## config.mk

```make
export PLATFORM = sky130hd
export DESIGN_NAME = sram_arbiter_flat
export DESIGN_NICKNAME = d
export VERILOG_FILES = /design/src/rtl/sram_arbiter_if.sv /design/src/rtl/sram_arbiter.sv /design/src/flat_wrapper.sv
export SDC_FILE = /design/constraint.sdc
export NUM_CORES = 1
export LEC_CHECK = 0
export CORE_ASPECT_RATIO = 2
export CORE_UTILIZATION = 39
export DETAILED_ROUTE_END_ITERATION = 12
export PLACE_DENSITY = 0.84
export SYNTH_ARGS = -nofsm -noshare
export SYNTH_HDL_FRONTEND = slang
export SYNTH_SLANG_ARGS = --single-unit
```

## constraint.sdc

```tcl
create_clock -name Clk -period 3.25 [get_ports Clk]
set_clock_uncertainty 0.2 [all_clocks]
set_input_delay 0.8125 -clock Clk [delete_from_list [all_inputs] [get_ports Clk]]
set_output_delay 0.8125 -clock Clk [all_outputs]
set_load 0.02 [all_outputs]
```

## src/rtl/sram_arbiter_if.sv

```systemverilog
// rtl/sram_arbiter_if.sv - requester and SRAM bus bundle for sram_arbiter
interface sram_arbiter_if #(
    parameter int ADDR_W = 7,
    parameter int DATA_W = 32
);
    logic              Req_A;
    logic              Req_B;
    logic              RW_A;
    logic              RW_B;
    logic [ADDR_W-1:0] Addr_A;
    logic [ADDR_W-1:0] Addr_B;
    logic [DATA_W-1:0] Wdata_A;
    logic [DATA_W-1:0] Wdata_B;
    logic              Gnt_A;
    logic              Gnt_B;
    logic [DATA_W-1:0] Rdata_A;
    logic [DATA_W-1:0] Rdata_B;
    logic              Rvalid_A;
    logic              Rvalid_B;
    logic              Busy;
    logic              Mem_En;
    logic              Mem_RW;
    logic [ADDR_W-1:0] Mem_Addr;
    logic [DATA_W-1:0] Mem_Wdata;
    logic [DATA_W-1:0] Mem_Rdata;

    // Arbiter side
    modport slave (
        input  Req_A, Req_B, RW_A, RW_B, Addr_A, Addr_B, Wdata_A, Wdata_B, Mem_Rdata,
        output Gnt_A, Gnt_B, Rdata_A, Rdata_B, Rvalid_A, Rvalid_B, Busy,
               Mem_En, Mem_RW, Mem_Addr, Mem_Wdata
    );

    // Requesters and SRAM side
    modport master (
        output Req_A, Req_B, RW_A, RW_B, Addr_A, Addr_B, Wdata_A, Wdata_B, Mem_Rdata,
        input  Gnt_A, Gnt_B, Rdata_A, Rdata_B, Rvalid_A, Rvalid_B, Busy,
               Mem_En, Mem_RW, Mem_Addr, Mem_Wdata
    );
endinterface

```

## src/rtl/sram_arbiter.sv

```systemverilog
// rtl/sram_arbiter.sv - two-requester round-robin SRAM arbiter/sequencer (optional clear: SRAM_ARB_CLEAR_EN)
module sram_arbiter #(
    parameter int ADDR_W = 7,
    parameter int DATA_W = 32
) (
    input  logic Clk,
    input  logic Rst_n,
`ifdef SRAM_ARB_CLEAR_EN
    input  logic Clr_Req,
    output logic Clr_Done,
`endif
    sram_arbiter_if.slave bus
);

`ifdef SRAM_ARB_CLEAR_EN
    typedef enum logic [1:0] {IDLE, ACCESS, RDCAP, CLEAR} state_t;
`else
    typedef enum logic [1:0] {IDLE, ACCESS, RDCAP} state_t;
`endif

    state_t            state_q, state_d;
    logic              gnt_a_q, gnt_a_d;
    logic              gnt_b_q, gnt_b_d;
    logic              rvalid_a_q, rvalid_a_d;
    logic              rvalid_b_q, rvalid_b_d;
    logic [DATA_W-1:0] rdata_a_q, rdata_a_d;
    logic [DATA_W-1:0] rdata_b_q, rdata_b_d;
    logic              mem_en_q, mem_en_d;
    logic              mem_rw_q, mem_rw_d;
    logic [ADDR_W-1:0] mem_addr_q, mem_addr_d;
    logic [DATA_W-1:0] mem_wdata_q, mem_wdata_d;
    logic              last_b_q, last_b_d;   // 1: B was granted last
    logic              owner_b_q, owner_b_d; // 1: B owns the access in flight
    logic              win_b;
`ifdef SRAM_ARB_CLEAR_EN
    logic              clr_done_q, clr_done_d;
`endif

    // Next-state, arbitration and sequencing
    always_comb begin
        state_d     = state_q;
        gnt_a_d     = 1'b0;
        gnt_b_d     = 1'b0;
        rvalid_a_d  = 1'b0;
        rvalid_b_d  = 1'b0;
        rdata_a_d   = rdata_a_q;
        rdata_b_d   = rdata_b_q;
        mem_en_d    = mem_en_q;
        mem_rw_d    = mem_rw_q;
        mem_addr_d  = mem_addr_q;
        mem_wdata_d = mem_wdata_q;
        last_b_d    = last_b_q;
        owner_b_d   = owner_b_q;
        win_b       = 1'b0;
`ifdef SRAM_ARB_CLEAR_EN
        clr_done_d  = 1'b0;
`endif
        case (state_q)
            IDLE: begin
                mem_en_d = 1'b0;
`ifdef SRAM_ARB_CLEAR_EN
                if (Clr_Req) begin
                    mem_en_d    = 1'b1;
                    mem_rw_d    = 1'b1;
                    mem_addr_d  = '0;
                    mem_wdata_d = '0;
                    state_d     = CLEAR;
                end else
`endif
                if (bus.Req_A || bus.Req_B) begin
                    // On a tie the requester not granted last wins
                    win_b       = bus.Req_B && (!bus.Req_A || !last_b_q);
                    last_b_d    = win_b;
                    owner_b_d   = win_b;
                    gnt_a_d     = !win_b;
                    gnt_b_d     = win_b;
                    mem_en_d    = 1'b1;
                    mem_rw_d    = win_b ? bus.RW_B    : bus.RW_A;
                    mem_addr_d  = win_b ? bus.Addr_B  : bus.Addr_A;
                    mem_wdata_d = win_b ? bus.Wdata_B : bus.Wdata_A;
                    state_d     = ACCESS;
                end
            end
            ACCESS: begin
                mem_en_d = 1'b0;
                state_d  = mem_rw_q ? IDLE : RDCAP;
            end
            RDCAP: begin
                if (owner_b_q) begin
                    rdata_b_d  = bus.Mem_Rdata;
                    rvalid_b_d = 1'b1;
                end else begin
                    rdata_a_d  = bus.Mem_Rdata;
                    rvalid_a_d = 1'b1;
                end
                state_d = IDLE;
            end
`ifdef SRAM_ARB_CLEAR_EN
            CLEAR: begin
                if (mem_addr_q == {ADDR_W{1'b1}}) begin
                    mem_en_d   = 1'b0;
                    clr_done_d = 1'b1;
                    state_d    = IDLE;
                end else begin
                    mem_addr_d = mem_addr_q + {{(ADDR_W-1){1'b0}}, 1'b1};
                end
            end
`endif
            default: begin
                mem_en_d = 1'b0;
                state_d  = IDLE;
            end
        endcase
    end

    // State and output registers
    always_ff @(posedge Clk or negedge Rst_n) begin
        if (!Rst_n) begin
            state_q     <= IDLE;
            gnt_a_q     <= 1'b0;
            gnt_b_q     <= 1'b0;
            rvalid_a_q  <= 1'b0;
            rvalid_b_q  <= 1'b0;
            rdata_a_q   <= '0;
            rdata_b_q   <= '0;
            mem_en_q    <= 1'b0;
            mem_rw_q    <= 1'b0;
            mem_addr_q  <= '0;
            mem_wdata_q <= '0;
            last_b_q    <= 1'b1;
            owner_b_q   <= 1'b0;
`ifdef SRAM_ARB_CLEAR_EN
            clr_done_q  <= 1'b0;
`endif
        end else begin
            state_q     <= state_d;
            gnt_a_q     <= gnt_a_d;
            gnt_b_q     <= gnt_b_d;
            rvalid_a_q  <= rvalid_a_d;
            rvalid_b_q  <= rvalid_b_d;
            rdata_a_q   <= rdata_a_d;
            rdata_b_q   <= rdata_b_d;
            mem_en_q    <= mem_en_d;
            mem_rw_q    <= mem_rw_d;
            mem_addr_q  <= mem_addr_d;
            mem_wdata_q <= mem_wdata_d;
            last_b_q    <= last_b_d;
            owner_b_q   <= owner_b_d;
`ifdef SRAM_ARB_CLEAR_EN
            clr_done_q  <= clr_done_d;
`endif
        end
    end

    assign bus.Gnt_A     = gnt_a_q;
    assign bus.Gnt_B     = gnt_b_q;
    assign bus.Rvalid_A  = rvalid_a_q;
    assign bus.Rvalid_B  = rvalid_b_q;
    assign bus.Rdata_A   = rdata_a_q;
    assign bus.Rdata_B   = rdata_b_q;
    assign bus.Busy      = (state_q != IDLE);
    assign bus.Mem_En    = mem_en_q;
    assign bus.Mem_RW    = mem_rw_q;
    assign bus.Mem_Addr  = mem_addr_q;
    assign bus.Mem_Wdata = mem_wdata_q;
`ifdef SRAM_ARB_CLEAR_EN
    assign Clr_Done      = clr_done_q;
`endif

endmodule

```

## src/flat_wrapper.sv

```systemverilog
// flat-port wrapper written by rule: the top's interface ports become plain ports
module sram_arbiter_flat 
#(
    parameter int ADDR_W = 7,
    parameter int DATA_W = 32
)
  (Clk, Rst_n, bus_Req_A, bus_Req_B, bus_RW_A, bus_RW_B, bus_Addr_A, bus_Addr_B, bus_Wdata_A, bus_Wdata_B, bus_Mem_Rdata, bus_Gnt_A, bus_Gnt_B, bus_Rdata_A, bus_Rdata_B, bus_Rvalid_A, bus_Rvalid_B, bus_Busy, bus_Mem_En, bus_Mem_RW, bus_Mem_Addr, bus_Mem_Wdata);
  sram_arbiter_if #(.ADDR_W(ADDR_W), .DATA_W(DATA_W)) bus_i ();
  input  logic Clk;
  input  logic Rst_n;
  input wire logic [$bits(bus_i.Req_A)-1:0] bus_Req_A;
  input wire logic [$bits(bus_i.Req_B)-1:0] bus_Req_B;
  input wire logic [$bits(bus_i.RW_A)-1:0] bus_RW_A;
  input wire logic [$bits(bus_i.RW_B)-1:0] bus_RW_B;
  input wire logic [$bits(bus_i.Addr_A)-1:0] bus_Addr_A;
  input wire logic [$bits(bus_i.Addr_B)-1:0] bus_Addr_B;
  input wire logic [$bits(bus_i.Wdata_A)-1:0] bus_Wdata_A;
  input wire logic [$bits(bus_i.Wdata_B)-1:0] bus_Wdata_B;
  input wire logic [$bits(bus_i.Mem_Rdata)-1:0] bus_Mem_Rdata;
  output wire logic [$bits(bus_i.Gnt_A)-1:0] bus_Gnt_A;
  output wire logic [$bits(bus_i.Gnt_B)-1:0] bus_Gnt_B;
  output wire logic [$bits(bus_i.Rdata_A)-1:0] bus_Rdata_A;
  output wire logic [$bits(bus_i.Rdata_B)-1:0] bus_Rdata_B;
  output wire logic [$bits(bus_i.Rvalid_A)-1:0] bus_Rvalid_A;
  output wire logic [$bits(bus_i.Rvalid_B)-1:0] bus_Rvalid_B;
  output wire logic [$bits(bus_i.Busy)-1:0] bus_Busy;
  output wire logic [$bits(bus_i.Mem_En)-1:0] bus_Mem_En;
  output wire logic [$bits(bus_i.Mem_RW)-1:0] bus_Mem_RW;
  output wire logic [$bits(bus_i.Mem_Addr)-1:0] bus_Mem_Addr;
  output wire logic [$bits(bus_i.Mem_Wdata)-1:0] bus_Mem_Wdata;
  assign bus_i.Req_A = bus_Req_A;
  assign bus_i.Req_B = bus_Req_B;
  assign bus_i.RW_A = bus_RW_A;
  assign bus_i.RW_B = bus_RW_B;
  assign bus_i.Addr_A = bus_Addr_A;
  assign bus_i.Addr_B = bus_Addr_B;
  assign bus_i.Wdata_A = bus_Wdata_A;
  assign bus_i.Wdata_B = bus_Wdata_B;
  assign bus_i.Mem_Rdata = bus_Mem_Rdata;
  assign bus_Gnt_A = bus_i.Gnt_A;
  assign bus_Gnt_B = bus_i.Gnt_B;
  assign bus_Rdata_A = bus_i.Rdata_A;
  assign bus_Rdata_B = bus_i.Rdata_B;
  assign bus_Rvalid_A = bus_i.Rvalid_A;
  assign bus_Rvalid_B = bus_i.Rvalid_B;
  assign bus_Busy = bus_i.Busy;
  assign bus_Mem_En = bus_i.Mem_En;
  assign bus_Mem_RW = bus_i.Mem_RW;
  assign bus_Mem_Addr = bus_i.Mem_Addr;
  assign bus_Mem_Wdata = bus_i.Mem_Wdata;
  sram_arbiter #(.ADDR_W(ADDR_W), .DATA_W(DATA_W)) u_core (.Clk(Clk), .Rst_n(Rst_n), .bus(bus_i));
endmodule
```

Word level (Yosys, flattened, before mapping)
Index checks and enable logic that the tools add are counted.
Storage, ports and cells
  bits in registers: 113
  input port bits: 116
  output and inout port bits: 110
  word-level logic and storage cells: 44
Cells by class
  eq/ne operators: 3
  muxes and demuxes: 16
  bitwise operators: 1
  reduce and logical (&&, ||, !) cells: 11
Operator list (number)
  $mux 32: 1
  $mux 1: 10
  $mux 7: 1
  $reduce_and 2->1: 3
  $mux 2: 2
  $pmux 2 s2: 1
  $logic_not 1->1: 3
  $eq 2x1->1 const B: 1
  $eq 2x2->1 const B: 1
  $logic_not 2->1: 1
  $logic_or 1x1->1: 2
  $ne 2x1->1 const B: 1
  $pmux 1 s2: 1
  $reduce_bool 2->1: 1
  $logic_and 1x1->1: 1
  $not 1->1: 1

Longest topological paths before layout
Gate-level depths: netlist (run 1).
  depth in word-level cells: 6
  mapped depth: 6
  mapped depth without buffers: 4

Least setup slack after synthesis (run 1)
Ideal clock, no wire load.
  path kind: in2reg
  start: input port bus_Req_B
  end: register u_core.mem_rw_q (netlist: u_core.bus.Mem_RW)
  library setup time: 0.126 ns
  arrival: 1.838 ns
  data required time: 2.924 ns
  path slack: 1.086 ns
  stages: 6
  path buffers: 3
  cells stage by stage: or2_0 > buf_2 > and3_4 > buf_6 > buf_6 > a221o_1
On the way
  longest elaborated chain between the ends: 2
  elaborated cells on any way between the ends: 4
  classes of those cells: mux: 1; reduce/logical: 3
Ends and longest elaborated chain
  from (decl): RTL line flat_wrapper.sv:12  | input wire logic [$bits(bus_i.Req_B)-1:0] bus_Req_B;
  $logic_and 1x1->1 or $logic_or 1x1->1 (tied branches): RTL line sram_arbiter.sv:72, sram_arbiter.sv:70
  $mux 1 or $reduce_and 2->1 (tied branches)
  to (signal assigned): RTL line sram_arbiter.sv:144  | mem_rw_q <= mem_rw_d;
  to (decl): RTL line sram_arbiter.sv:29  | logic mem_rw_q, mem_rw_d;
Parallel ways exist; a longest one is shown, timed or not.
A chain may end at the register's enable or synchronous reset.

Worst setup path after layout (run 1)
  start: register u_core.state_q[1]
  end: output port bus_Busy
On the way
  longest elaborated chain between the ends: 1
Ends and longest elaborated chain
  from (decl): RTL line sram_arbiter.sv:21  | state_t state_q, state_d;
  from (signal assigned): RTL line sram_arbiter.sv:136  | state_q <= state_d;
  $reduce_bool 2->1: RTL line sram_arbiter.sv:161  | assign bus.Busy = (state_q != IDLE);
  to (decl): RTL line flat_wrapper.sv:26  | output wire logic [$bits(bus_i.Busy)-1:0] bus_Busy;
No other way between the ends.

==> metrics.md, run 1 <==
| Metric | Value |
|---|---|
| Status | `complete, no violations` |
| Most common cell after layout, fill and taps aside | `clkdlybuf4s50_1` |
| Worst-path clk slew | `0.05 ns` |
| Worst r2r path cells | `5` |
| Sequential element share of the synthesized area | `63.3%` |
| Die width | `77.7 um` |
| Critical Path End Type | `primary output` |
| Slew @ Worst Pin | `0.543 ns` |
| Post_cts resized | `0` |
| Core area | `0.0112 mm2` |
| Type of origin of the critical path | `flop` |
| Die Ht | `153 um` |
| Root Buffer | `clkbuf_16` |
| All-Layer GR Usage | `21.9%` |
| Final setup TNS | `0 ns` |
| I/O pins | `226` |
| Largest net degree at the start of global routing | `51` |
| Leakage power | `0.00325 uW` |
| Power per cell area | `1130 mW/mm2` |
| DR pass1 iterations | `4` |
| RSZ-0062 raised after global routing | `false` |
| Avg Cell Area, Syn | `13.8 um2` |
| Clock Path Buffers | `2` |
| Ant diodes | `0` |
| Final non-filler cell total | `706` |
| Port Buffers | `225` |
| Simple-gate area share of the yosys netlist | `7.33%` |
| Post-CTS setup buffer count | `0` |
| Full die area | `0.0119 mm2` |
| DR vias/cell | `5.10` |
| Total congestion overflow | `0` |
| Max-slew violations | `0` |
| Remaining DRCs | `0` |
| Commonest cells after routing, fill and taps aside | `clkdlybuf4s50_1 (224), dfrtp_1 (112), mux2_2 (64)` |
| Initial drt markers | `121` |
| CP max FO | `3` |
| Largest family of logic cells by synthesized area | `multiplexers` |
| Via count | `3601` |
| Vias in the first global route | `3866` |
| Layout net count | `667` |
| Top area cells in the synthesized netlist | `dfrtp_1 (63%), mux2_2 (16%), a221o_1 (6.3%), and3_1 (3.9%), nand2_1 (2.4%)` |
| CTS sink count | `113` |
| Mapped Cells | `324` |
| Post-Syn Area | `0.00447 mm2` |
| Tmin final | `2.52 ns` |
| FMAX | `0.396 GHz` |
| DP HPWL | `9140 um` |
| FF+latch count, synth | `113` |
| Maximum vdd drop | `0.000577 V` |
| Period utilisation layout | `77.6%` |
| TritonCTS clock tree | `yes` |
| Yosys top cell by area | `dfrtp_1` |
| Post-Route WL | `12400 um` |
| Post-Synth XOR/XNOR Area | `0%` |
| Setup violators final | `0` |
| Slew margin rel. | `63.8%` |
| Initial antenna violation count | `0` |
| Worst path arrival time | `1.51 ns` |
| Max Cap Viol | `0` |
| Post-DR wirelength/cell | `17.6 um` |
| Share of the synthesized area in the top cell type | `62.7%` |
| Crit path kind | `reg -> out` |
| Placed cell count | `674` |
| Clock Latency Late Sink | `0.39 ns` |
| Number of synthesis warnings | `0` |
| Area growth syn-to-layout | `68.4%` |
| Complex-gate fraction of the synthesized area | `10.0%` |
| Syn nets | `440` |
| Worst endpoint required time | `2.24 ns` |
| Total CTS buffers | `17` |
| Multiplexer share of the synthesized area | `16.1%` |
| Layout cell share with drive strength beyond 1 | `19.7%` |
| DRT antenna net count | `0` |
| Worst min path class | `in -> async` |
| First-pass GRT wire length | `19700 um` |
| Distinct cells, synth | `22` |
| Initial Utilization | `39.9%` |
| Hold Vio Cnt, Final | `0` |
| # fillers | `834` |
| GP Congestion | `0.832` |
| H-tree levels | `4` |
| Post-CTS Hold Buffers | `0` |
| # rows | `55` |
| Adder-cell share of the synthesized area | `0%` |
==> per-layer routing <==
| metal | wire length, um | global-route usage, % | vias to the layer above | share of wire (%) |
|---|---|---|---|---|
| met5 | 0 | 0 | - | 0 |
| met3 | 708 | 6.39 | 32 | 5.7 |
| met1 | 4130 | 21.0 | 1756 | 33 |
| met2 | 7140 | 40.8 | 170 | 58 |
| li1 | - | - | 1643 | - |
| met4 | 412 | 11.8 | 0 | 3.3 |
==> per-stage QoR <==
step | instance area [um2] | setup slack (ns) | utilization (%) | power (uW) | hold slack (ns)
3_3_place_gp | 6860 | 0.634 | 61.2 | 6340 | 0.258
3_5_place_dp | 6860 | 0.575 | 61.2 | 6490 | 0.262
6_report | 7530 | 0.727 | 67.1 | 8510 | 0.201
4_1_cts | 7530 | 0.698 | 67.1 | 8590 | 0.212
2_1_floorplan | 4470 | 1.09 | - | 4560 | 0.244
5_1_grt | 7530 | 0.640 | 67.1 | 8920 | 0.226
==> cell families (layout without fill, tap and decap cells) <==
| logic type | count (synthesis) | in the layout |
|---|---|---|
| AOI/OAI and AO/OA | 56 | 56 |
| muxes | 64 | 64 |
| buffers and inverters | 28 | 268 |
| DFF | 113 | 113 |
| and+or+nand+nor | 63 | 63 |
==> final timing paths <==
kind | start | endpoint | slack [ns]
min | Rst_n | u_core.bus.Rdata_A[18] | 0.20
max reg2reg | u_core.state_q[1] | u_core.bus.Mem_Wdata[15] | 1.10
max | u_core.state_q[1] | bus_Busy | 0.73
max in group asynchronous | Rst_n | u_core.bus.Rdata_B[17] | 1.95
min reg2reg | u_core.state_q[1] | u_core.state_q[1] | 0.27
min in group Clk | u_core.state_q[1] | u_core.state_q[1] | 0.27
==> critical path, stage by stage, from the launching register on <==
cell and delay, ns:
dfrtp_1 0.39, nor2_2 0.12, inv_1 0.06, clkdlybuf4s50_1 0.54
==> state kept, by name (all words and copies together) (netlist names), 2 cells and up <==
signal                count
u_core.bus.Mem_Addr       7
u_core.bus.Mem_Wdata     32
u_core.bus.Rdata_A       32
u_core.bus.Rdata_B       32
u_core.state_q            2
==> cell type report <==
class	instances	area [um2]	share of cell area, %
multi-input cells	183	1510	20.0
flip-flops and latches	113	2830	37.6
clock inverters	12	204	2.71
well taps	142	178	2.36
clock buffers	20	467	6.20
inverters	3	11.3	0.150
repair buffers	233	2330	31.0
==> Yosys cell counts <==
master and number:
nor3b_1 1, buf_4 3, a21oi_1 12, buf_2 12
and3_1 28, nor2_1 1, nor2_2 1, or2_0 1
a31oi_1 12, nor2b_1 2, and3_4 1, dfstp_2 1
nand2_1 28, inv_1 3, a21boi_0 1, a21o_1 2
dfrtp_1 112, a21bo_2 1, mux2_2 64, a221o_1 28
buf_6 2, clkbuf_1 8
==> report_power, final <==
group          total, uW  leakage [uW]  internal (uW)  switching, uW
clock               2060      0.000319           1420            640
combinational       3890       0.00159           2020           1860
sequential          2560       0.00134           2130            423
total               8510       0.00325           5580           2920
Note: power is estimated with default switching activity, not from simulation.
==> inputs of run 2 (changes only) <==
--- a/config.mk
+++ b/config.mk
@@ -6,9 +6,9 @@
 export NUM_CORES = 1
 export LEC_CHECK = 0
 export CORE_ASPECT_RATIO = 2
-export CORE_UTILIZATION = 39
+export CORE_UTILIZATION = 36
 export DETAILED_ROUTE_END_ITERATION = 12
-export PLACE_DENSITY = 0.84
+export PLACE_DENSITY = 0.81
 export SYNTH_ARGS = -nofsm -noshare
 export SYNTH_HDL_FRONTEND = slang
 export SYNTH_SLANG_ARGS = --single-unit
==> constraint.sdc (replaced) <==
create_clock -name Clk -period 2.3 [get_ports Clk]
set_clock_uncertainty 0.2 [all_clocks]
set_input_delay 0.575 -clock Clk [delete_from_list [all_inputs] [get_ports Clk]]
set_output_delay 0.575 -clock Clk [all_outputs]
set_load 0.02 [all_outputs]
==> run 2 against run 1 <==
  * Core utilization decreased by 4.5 points
  * Total power is 41% higher
  * Clock power up 36%
  * Non-clock buffer count grew 7
  * Via count increased by 1.2%
  * Critical endpoint is now bus_Mem_Wdata[10]
  * Largest cell class unchanged
==> metrics.md, run 2 (same netlist as run 1, synthesis figures left out) <==
| Metric | Value |
|---|---|
| Core area | `0.0121 mm2 (+8.1%)` |
| Post-Route WL | `13300 um (+7.2%)` |
| End of the critical path | `bus_Mem_Wdata[10]` |
| Worst r2r path cells | `6 (+1)` |
| H-tree levels | `4 (unchanged)` |
| Hold Vio Cnt, Final | `0 (unchanged)` |
| Initial Utilization | `36.9% (-3.0 points)` |
| Min-delay src | `u_core.state_q[1]` |
| Initial antenna violation count | `1 (+1)` |
| RSZ-0062 raised after global routing | `false` |
| Reg-to-Reg End | `u_core.bus.Mem_Wdata[31]` |
| # rows | `57 (+3.6%)` |
| GP Congestion | `0.788 (-5.3%)` |
| Max Cap Viol | `0 (unchanged)` |
| CP max stage cell | `clkdlybuf4s50_1` |
| TritonCTS clock tree | `yes` |
| Worst min path class | `reg -> reg` |
| Clock Latency Late Sink | `0.40 ns (about the same)` |
| Most common cell after layout, fill and taps aside | `clkdlybuf4s50_1` |
| Root Buffer | `clkbuf_16` |
| Initial drt markers | `124 (+2.5%)` |
| Die width | `80.8 um (+4.0%)` |
| Maximum vdd drop | `0.000988 V (+71%)` |
| Crit path cell chain | `clkdlybuf4s50_1` |
| All-Layer GR Usage | `22.1% (+0.18 points)` |
| Core Util, Final | `62.6% (-4.5 points)` |
| Status | `complete, no violations` |
| Largest net degree at the start of global routing | `65 (+27%)` |
| Slew margin rel. | `74.6% (+11 points)` |
| CTS sink count | `113 (unchanged)` |
| Via count | `3643 (+1.2%)` |
| Period utilisation layout | `94.9%` |
| Die Ht | `160 um (+4.0%)` |
| Worst hold path stage count | `1` |
| Remaining DRCs | `0 (unchanged)` |
| Final setup TNS | `0 ns (unchanged)` |
| Commonest cells after routing, fill and taps aside | `clkdlybuf4s50_1 (223), dfrtp_1 (112), mux2_2 (64)` |
| DR pass1 iterations | `4 (unchanged)` |
| Setup violators final | `0 (unchanged)` |
| Slew @ Worst Pin | `0.381 ns (-0.162 ns)` |
| FMAX | `0.458 GHz` |
| Worst-path clk slew | `0.06 ns (about the same)` |
| R2r setup slk | `0.26 ns (-0.84 ns)` |
| Power per cell area | `1580 mW/mm2 (+40%)` |
| Worst path arrival time | `1.41 ns (-0.10 ns)` |
| Worst Path Buf+Inv | `1 (-1)` |
| Worst endpoint required time | `1.52 ns (-0.72 ns)` |
| Total CTS buffers | `17 (unchanged)` |
| I/O pins | `226 (unchanged)` |
| Tmin final | `2.18 ns` |
| WHS | `0.267 ns (+0.0657 ns)` |
| Leakage power | `0.00329 uW (+1.1%)` |
| Crit path launch | `u_core.bus.Mem_Wdata[10]` |
| Critical Path End Type | `primary output` |
| DP HPWL | `9840 um (+7.6%)` |
| Type of origin of the critical path | `flop` |
| Full die area | `0.0129 mm2 (+8.2%)` |
| Max-slew violations | `0 (unchanged)` |
| Layout net count | `674 (+1.0%)` |
| Total congestion overflow | `0 (unchanged)` |
| CP max FO | `2 (-1)` |
| DR vias/cell | `5.07 (-0.66%)` |
| Area growth syn-to-layout | `69.7%` |
| First-pass GRT wire length | `21200 um (+7.7%)` |
| Clock Path Buffers | `2 (unchanged)` |
| Layout cell share with drive strength beyond 1 | `20.5% (+0.81 points)` |
| Levels on crit path | `1 (-2)` |
| Crit-path leading delay family | `buffers and inverters` |
| Critical R2R Launch | `u_core.state_q[1]` |
| Vias in the first global route | `4073 (+5.4%)` |
| Crit path kind | `reg -> out` |
| DRT antenna net count | `0 (unchanged)` |
| Port Buffers | `225 (unchanged)` |
| CP peak stage delay | `0.62 ns (+0.08 ns)` |
| Post-DR wirelength/cell | `18.5 um (+5.3%)` |
run 2: metrics by stage:
step / total power (uW) / worst slack (ns) / cell area [um2] / instances
6_report: 12000 / 0.116 / 7590 / 719
5_1_grt: 12600 / 0.0574 / 7590 / 719
4_1_cts: 12100 / 0.104 / 7590 / 718
3_5_place_dp: 9240 / -0.150 / 6940 / 685
3_3_place_gp: 9030 / -0.0406 / 6940 / 685
2_1_floorplan: 6440 / 0.373 / 4470 / 324
run 2: layer usage:
metal / wire length [um] / vias up / global-route usage, %
met5: 0 / - / 0
met4: 659 / 0 / 12.6
met3: 842 / 43 / 6.63
met2: 7280 / 170 / 38.9
met1: 4510 / 1770 / 22.2
li1: - / 1660 / -
run 2: power breakdown:
| group | switching (uW) | internal (uW) |
|---|---|---|
| Combinational | 2700 | 2890 |
| Sequential | 571 | 3010 |
| Clock | 943 | 1860 |
| Total | 4210 | 7760 |
run 2: worst min-delay path by stage:
stage	endpoint	slack, ns
after floorplan	u_core.bus.Gnt_A	0.08
after global placement	u_core.bus.Rdata_A[7]	0.23
after detailed placement	u_core.bus.Rdata_B[7]	0.23
after CTS	u_core.state_q[1]	0.27
after global routing	u_core.state_q[1]	0.28
final	u_core.state_q[1]	0.27
run 2: area by class of cell:
class	count	area [um2]
Antenna cell	1	2.50
Clock buffer	18	439
Clock inverter	14	203
Fill cell	980	4530
Inverter	3	11.3
Multi-Input combinational cell	183	1510
Sequential cell	113	2830
Tap cell	147	184
Timing Repair Buffer	240	2410
run 2: timing repair:
| action | CTS | global route |
|---|---|---|
| gates resized for setup | 1 | 0 |
| endpoints found under the hold margin | 9 | 0 |
| setup endpoints to repair | 1 | 0 |
| hold buffers | 1 | 0 |
| setup buffers | 0 | 0 |
